--- src/rtl/mem_access_stage.sv ---
// mem_access_stage: RV32 load/store unit sitting between EX and WB.
// Ports: clk/resetn, EX valid/ready + fields, dmem req/rsp, wb retire, fwd_result
// Optional: MISALIGN_TRAP_EN adds misalign_trap and suppresses misaligned accesses.
module mem_access_stage (
  input  logic        clk,
  input  logic        resetn,
  input  logic        ex_valid,
  output logic        ex_ready,
  input  logic [31:0] ex_alu_result,
  input  logic [31:0] ex_store_data,
  input  logic [4:0]  ex_rd,
  input  logic        ex_reg_write,
  input  logic        ex_mem_read,
  input  logic        ex_mem_write,
  input  logic [2:0]  ex_funct3,
  output logic        dmem_req_valid,
  input  logic        dmem_req_ready,
  output logic [31:0] dmem_addr,
  output logic        dmem_we,
  output logic [3:0]  dmem_be,
  output logic [31:0] dmem_wdata,
  input  logic        dmem_rsp_valid,
  input  logic [31:0] dmem_rdata,
  output logic        wb_valid,
  output logic [4:0]  wb_rd,
  output logic        wb_reg_write,
  output logic [31:0] wb_data,
  output logic [31:0] fwd_result
`ifdef MISALIGN_TRAP_EN
  ,
  output logic        misalign_trap
`endif
);

  typedef enum logic [1:0] {IDLE, REQ, WAIT} state_t;

  state_t      state;
  logic [4:0]  h_rd;
  logic        h_rw;
  logic        h_we;
  logic [2:0]  h_f3;

  logic        is_mem;
  logic        sz_b;
  logic        sz_h;
  logic [3:0]  be;
  logic [31:0] wdata;
  logic        mis;
  logic [31:0] bsh;
  logic [31:0] hsh;
  logic [31:0] ld;

  assign ex_ready = (state == IDLE);
  assign is_mem   = ex_mem_read | ex_mem_write;

  // store sizes: only 000/001 are narrow; loads key on funct3[1:0]
  always_comb begin
    sz_b = 1'b0;
    sz_h = 1'b0;
    unique case (1'b1)
      ex_mem_write: begin
        sz_b = (ex_funct3 == 3'b000);
        sz_h = (ex_funct3 == 3'b001);
      end
      default: begin
        sz_b = (ex_funct3[1:0] == 2'b00);
        sz_h = (ex_funct3[1:0] == 2'b01);
      end
    endcase
  end

  always_comb begin
    be    = 4'b1111;
    wdata = ex_store_data;
    unique case (1'b1)
      sz_b: begin
        be    = 4'b0001 << ex_alu_result[1:0];
        wdata = {4{ex_store_data[7:0]}};
      end
      sz_h: begin
        be    = 4'b0011 << {ex_alu_result[1], 1'b0};
        wdata = {2{ex_store_data[15:0]}};
      end
      default: ;
    endcase
  end

`ifdef MISALIGN_TRAP_EN
  assign mis = is_mem &
    ((sz_h & ex_alu_result[0]) |
     (~sz_b & ~sz_h & (|ex_alu_result[1:0])));
`else
  assign mis = 1'b0;
`endif

  // lane select from the held address
  assign bsh = dmem_rdata >> {fwd_result[1:0], 3'b000};
  assign hsh = dmem_rdata >> {fwd_result[1], 4'b0000};

  always_comb begin
    ld = dmem_rdata;
    unique case (1'b1)
      h_f3 == 3'b000: ld = {{24{bsh[7]}}, bsh[7:0]};
      h_f3 == 3'b100: ld = {24'd0, bsh[7:0]};
      h_f3 == 3'b001: ld = {{16{hsh[15]}}, hsh[15:0]};
      h_f3 == 3'b101: ld = {16'd0, hsh[15:0]};
      default:        ld = dmem_rdata;
    endcase
  end

  always_ff @(posedge clk or negedge resetn) begin
    if (!resetn) begin
      state          <= IDLE;
      h_rd           <= '0;
      h_rw           <= 1'b0;
      h_we           <= 1'b0;
      h_f3           <= '0;
      fwd_result     <= '0;
      dmem_req_valid <= 1'b0;
      dmem_addr      <= '0;
      dmem_we        <= 1'b0;
      dmem_be        <= '0;
      dmem_wdata     <= '0;
      wb_valid       <= 1'b0;
      wb_rd          <= '0;
      wb_reg_write   <= 1'b0;
      wb_data        <= '0;
`ifdef MISALIGN_TRAP_EN
      misalign_trap  <= 1'b0;
`endif
    end else begin
      wb_valid <= 1'b0;
`ifdef MISALIGN_TRAP_EN
      misalign_trap <= 1'b0;
`endif
      unique case (state)
        IDLE: begin
          if (ex_valid) begin
            h_rd       <= ex_rd;
            h_rw       <= ex_reg_write;
            h_we       <= ex_mem_write;
            h_f3       <= ex_funct3;
            fwd_result <= ex_alu_result;
            if (is_mem && !mis) begin
              state          <= REQ;
              dmem_req_valid <= 1'b1;
              dmem_addr      <= {ex_alu_result[31:2], 2'b00};
              dmem_we        <= ex_mem_write;
              dmem_be        <= be;
              dmem_wdata     <= wdata;
            end else begin
              wb_valid     <= 1'b1;
              wb_rd        <= ex_rd;
              wb_reg_write <= ex_reg_write & ~mis;
              wb_data      <= ex_alu_result;
`ifdef MISALIGN_TRAP_EN
              misalign_trap <= mis;
`endif
            end
          end
        end
        REQ: begin
          if (dmem_req_ready) begin
            dmem_req_valid <= 1'b0;
            if (h_we) begin
              state        <= IDLE;
              wb_valid     <= 1'b1;
              wb_rd        <= h_rd;
              wb_reg_write <= 1'b0;
              wb_data      <= fwd_result;
            end else begin
              state <= WAIT;
            end
          end
        end
        WAIT: begin
          if (dmem_rsp_valid) begin
            state        <= IDLE;
            wb_valid     <= 1'b1;
            wb_rd        <= h_rd;
            wb_reg_write <= h_rw;
            wb_data      <= ld;
          end
        end
        default: state <= IDLE;
      endcase
    end
  end

endmodule

--- config.mk ---
export PLATFORM = sky130hd
export DESIGN_NAME = mem_access_stage
export DESIGN_NICKNAME = d
export VERILOG_FILES = /design/src/rtl/mem_access_stage.sv
export SDC_FILE = /design/constraint.sdc
export NUM_CORES = 1
export LEC_CHECK = 0
export ABC_CLOCK_PERIOD_IN_PS = 2200
export CAP_MARGIN = 25
export CORE_MARGIN = 2
export CORE_UTILIZATION = 46
export CTS_CLUSTER_DIAMETER = 100
export DETAILED_ROUTE_END_ITERATION = 8
export HOLD_SLACK_MARGIN = 0.06
export PLACE_DENSITY = 0.92
export SLEW_MARGIN = 10
export SYNTH_ARGS = -nofsm -noshare
export SYNTH_HDL_FRONTEND = slang
export SYNTH_SLANG_ARGS = --single-unit
export TNS_END_PERCENT = 20
--- constraint.sdc ---
create_clock -name clk -period 2.2 [get_ports clk]
set_input_delay 0.22 -clock clk [delete_from_list [all_inputs] [get_ports clk]]
set_output_delay 0.22 -clock clk [all_outputs]
set_load 0.01 [all_outputs]
Word level (Yosys, flattened, before mapping)
Cells that the tools add are included.
W data, S select, Z words.

operators by class
  equality and inequality tests = 13
  shift operators = 4
  mux-type cells = 39
  bitwise logic cells = 1
  reductions and logical operators = 11

operators by type and width
  operator               number
  $mux W32               5
  $pmux W32 S4           1
  $pmux W32 S3           1
  $pmux W32 S2           1
  $shr A32 B5 Y16        1
  $shr A32 B5 Y8         1
  $mux W5                5
  $mux W1                15
  $pmux W5 S3            1
  $mux W2                5
  $ne A2 B2 Y1 const B   5
  $pmux W4 S2            1
  $reduce_and A4 Y1      2
  $eq A3 B1 Y1 const B   2
  $eq A3 B3 Y1 const B   2
  $logic_not A3 Y1       2
  $pmux W1 S3            2
  $pmux W2 S3            1
  $reduce_and A6 Y1      1
  $eq A2 B1 Y1 const B   2
  $logic_not A2 Y1       2
  $shl A1 B2 Y4 const A  1
  $shl A2 B2 Y4 const A  1
  $reduce_and A3 Y1      1
  other kinds (7)        7

storage, ports and cells
  register bits after elaboration = 151
  bits of input ports = 112
  output and inout bits = 142
  logic and storage cells = 83

Longest topological paths before layout
  word-level depth = 4
  mapped depth = 9
  mapped depth without buffers = 6

Worst setup path before layout
Ideal clock, no wire load.

  path kind = reg2reg
  start = reg state[0]
  end = reg fwd_result[0]
  library setup time = 125 ps
  arrival time = 1854 ps
  data required time = 2075 ps
  slack = 222 ps
  cell stages (with the launch flop) = 7
  buffers on the path = 2
  period minus slack after synthesis = 1978 ps
  path through = dfrtp_1 inv_1 ha_1 and2_1 clkbuf_1 clkbuf_1 mux2_2

on the way
  cells in the longest elaborated chain, start to end = 2

ends and longest elaborated chain
  element                             line  RTL
  start, declared                     37    state_t state;
  start signal, assigned              113   state <= IDLE;
  start signal, assigned              145   state <= REQ;
  start signal, assigned              166   state <= IDLE;
  $logic_not A2 Y1                    --
  net ex_ready                        8     output logic ex_ready,
  $reduce_and A2 Y1 (no source line)  --
  end signal, assigned                143   fwd_result <= ex_alu_result;
  end, declared                       28    output logic [31:0] fwd_result

The timed path passes the listed nets, and every way through them passes these cells.
A chain may end at the register's enable or synchronous reset.

Final worst setup path
  start = reg state[0]
  end = reg wb_data[18]

on the way
  cells in the longest elaborated chain, start to end = 3
  elaborated cells on any way between the ends = 11
  classes of those cells = 7 x eq/ne; 1 x mux; 3 x reduce/logical

ends and longest elaborated chain
  element                                                              line  RTL
  $eq A2 B1 Y1 (tied with other cells)                                 136   unique case (state)
  $ne A2 B2 Y1 (no source line) or $reduce_bool A3 Y1 (tied branches)  --
  $reduce_and A6 Y1 (no source line)                                   --
  end signal, assigned                                                 155   wb_data <= ex_alu_result;
  end signal, assigned                                                 170   wb_data <= fwd_result;
  end signal, assigned                                                 182   wb_data <= ld;
  end, declared                                                        27    output logic [31:0] wb_data,

Parallel ways exist; a longest one is shown, timed or not.

==> flow_summary.ini <==
[sta]
layout_min_cycle_time_ns = 2.13
fmax_mhz = 470
hold-worst-slack_ns = 0.344
slew_violations = 0
fin_ws_ns = 0.0716
rsz0062_at_grt = true
finalSetupViolCount = 0
tightest_slew_ns = 0.636
period_share = 0.967
slew_headroom = 0.576
finalHoldViolCount = 0
fin_worst_skew_ns = 0.0111

[grt]
antenna_found_initial = 0
grt_max_degree = 64
grt_pass1_vias = 6610
track_usage = 0.281
grt.overflow.total = 0
grt_pass1_wl_mm = 36.2

[route]
firstDrtPassIters = 5
wl_met2_mm = 11.7
drc_errors = 0
ant_nets = 0
via_count = 6912
met3_length_mm = 1.67
wl_per_cell_microns = 19.5
top_layer = met4
via_per_inst = 5.58
wirelength_mm = 24.1
met1_length_mm = 9.51
drt-initial-drc-count = 696

[cts]
cts_setup_buffers = 0
clkSlewWorstSetupHoldPaths_ns = 0.07
clock-sinks = 151
clock_latency_ns = 0.43
root_buffer = clkbuf_16
cts_buffers = 17
cts_tree = built
h-tree-depth = 4
ctsLongestPathBuffers = 2

[cells_and_area]
drive_gt1_frac = 0.125
n_antenna_cell = 0
areaGrowthSynthToFinish_pct = 49.0
fin_nets = 1126

[critical_path]
critPathMaxFanout = 18
start_kind = flip-flop
r2r_cells = 8
worstSetupPathType = flip-flop to flip-flop
setup.worst_path.end_class = flip-flop
required_ns = 2.51
cp.arrival_ns = 2.44
crit_path_end = wb_data[18]$_DFFE_PN0P_
startpoint = state[0]$_DFFE_PN0P_
r2r_start = state[0]$_DFFE_PN0P_
timing.rr.end = wb_data[18]$_DFFE_PN0P_
r2r_setup_slack_ns = 0.07

[pwr]
powerDensity_mw_per_mm2 = 1570
peakVddDrop_mv = 0.920
total_leakage_power_nw = 4.75

[run_status]
status = complete, no violations

[place]
place_congestion = 0.933
dp.final_hpwl_mm = 17.6
io_buffers = 251
pre_cts_slack_ns = -0.204

[yosys]
synthAdderAreaFrac = 0.00853
yosysTopAreaCellShare = 0.515
avgSynthCellArea_sq_um = 9.75
synthCells = 752
ys.flop_type = dfrtp_1
synth_top_family_by_area = simple AND/OR/NAND/NOR gates
yosys.area_share.simple = 0.161
synth_area_sq_mm = 0.00733
synth_seq_cells = 151
yosysTopAreaCell = dfrtp_1
muxShareOfSynthArea = 0.126
ys_warn_count = 0
synth_cell_types = 53
async_reset_ff_frac = 1.00
synth_edf_count = 0
synth.most_common_cell = nand2_1
synthTopCellsByArea = dfrtp_1 (52%), nand2_1 (10%), mux2_2 (6.5%)
synthXorXnorAreaFrac = 0
synth_common_cells = nand2_1 (195), dfrtp_1 (151), o21ai_0 (48)
synth_compound_area_frac = 0.152
seq_area_frac_synth = 0.515

[floorplan]
start_util = 0.467
core_sq_mm = 0.0157
die_h_microns = 130
rows = 46
die_w_microns = 130
fp.dieArea_sq_mm = 0.0170
io_pins = 254

[min_path]
hp-class = primary input to async pin

[run]
maxCapViolCount = 0
registers in the layout (all words and copies together), names as in the netlist, 2 cells and up:
name and count:
wb_data 32, dmem_wdata 32, wb_rd 5, dmem_be 4
state 2, dmem_addr 30, h_f3 3, fwd_result 32
h_rd 5
worst max-delay path, cell delays in order, from the launching register on:
cell	delay, ns
dfrtp_1	0.40
inv_1	0.12
ha_1	0.23
nor2b_2	0.18
a2111o_1	0.34
buf_4	0.21
buf_4	0.22
nor3_1	0.23
a311oi_1	0.08
metrics by stage:
stage / setup TNS [ns] / utilization / instance area [sq um] / power [mW] / std cells
finish: 0 / 0.695 / 10900 / 17.1 / 1238
global route: -0.0000644 / 0.695 / 10900 / 18.1 / 1238
CTS: 0 / 0.694 / 10900 / 17.1 / 1238
detailed placement: -3.59 / 0.656 / 10300 / 14.1 / 1205
global placement: -1.60 / 0.656 / 10300 / 13.7 / 1205
floorplan: 0 / - / 7330 / 9.53 / 753
logic make-up after synthesis:
kind of cell	count (synthesis)
AOI/OAI and AO/OA	160
adders and majority gates	5
buffers and inverters	62
DFF	151
muxes	86
other	1
and+or+nand+nor	287
area by class of cell:
class                   count  area [sq um]
clock buffers              23           498
clock inverters             9          90.1
fillers                  1108          4790
inverters                   7          26.3
multi-input cells         540          3340
flip-flops and latches    151          3780
well taps                 216           270
repair buffers            292          2920
power by group:
| group | internal, mW | switching, mW |
|---|---|---|
| Sequential | 4.19 | 0.913 |
| Clock | 1.71 | 1.19 |
| Combinational | 4.69 | 4.45 |
cell usage in the layout (no fill, tap or decap), drive strengths merged, types with 19 or more instances in the layout:
cell	synthesis	layout
nor3	19	19
clkdlybuf4s50	0	250
buf	16	41
nand2	195	195
mux2	42	42
nor2	45	45
dfrtp	151	151
o22ai	19	19
mux2i	43	43
clkbuf	39	23
a21o	22	22
o21ai	49	49
metal layers:
metal,global-route usage,up-vias
met5,0,-
met4,0.157,0
met3,0.0586,91
met2,0.440,340
met1,0.366,3334
li1,-,3147
how the worst min path moves through the flow:
stage / slack (ns) / to / cells after the start
detailed placement: 0.25 / dmem_addr[22]$_DFFE_PN0P_ / 1
floorplan: -0.08 / dmem_addr[10]$_DFFE_PN0P_ / 0
global placement: 0.25 / dmem_addr[22]$_DFFE_PN0P_ / 1
global route: 0.40 / dmem_addr[22]$_DFFE_PN0P_ / 2
CTS: 0.36 / dmem_addr[22]$_DFFE_PN0P_ / 2
finish: 0.34 / dmem_addr[22]$_DFFE_PN0P_ / 2
timing repair:
action | 4_1_cts | 5_1_grt
resized for setup | 1 | 4
hold buffers | 1 | 0
setup endpoints to repair | 5 | 8
endpoints found under the hold margin | 59 | 0
cloned | 0 | 0
No activity file was read; power rests on OpenSTA's default activity.
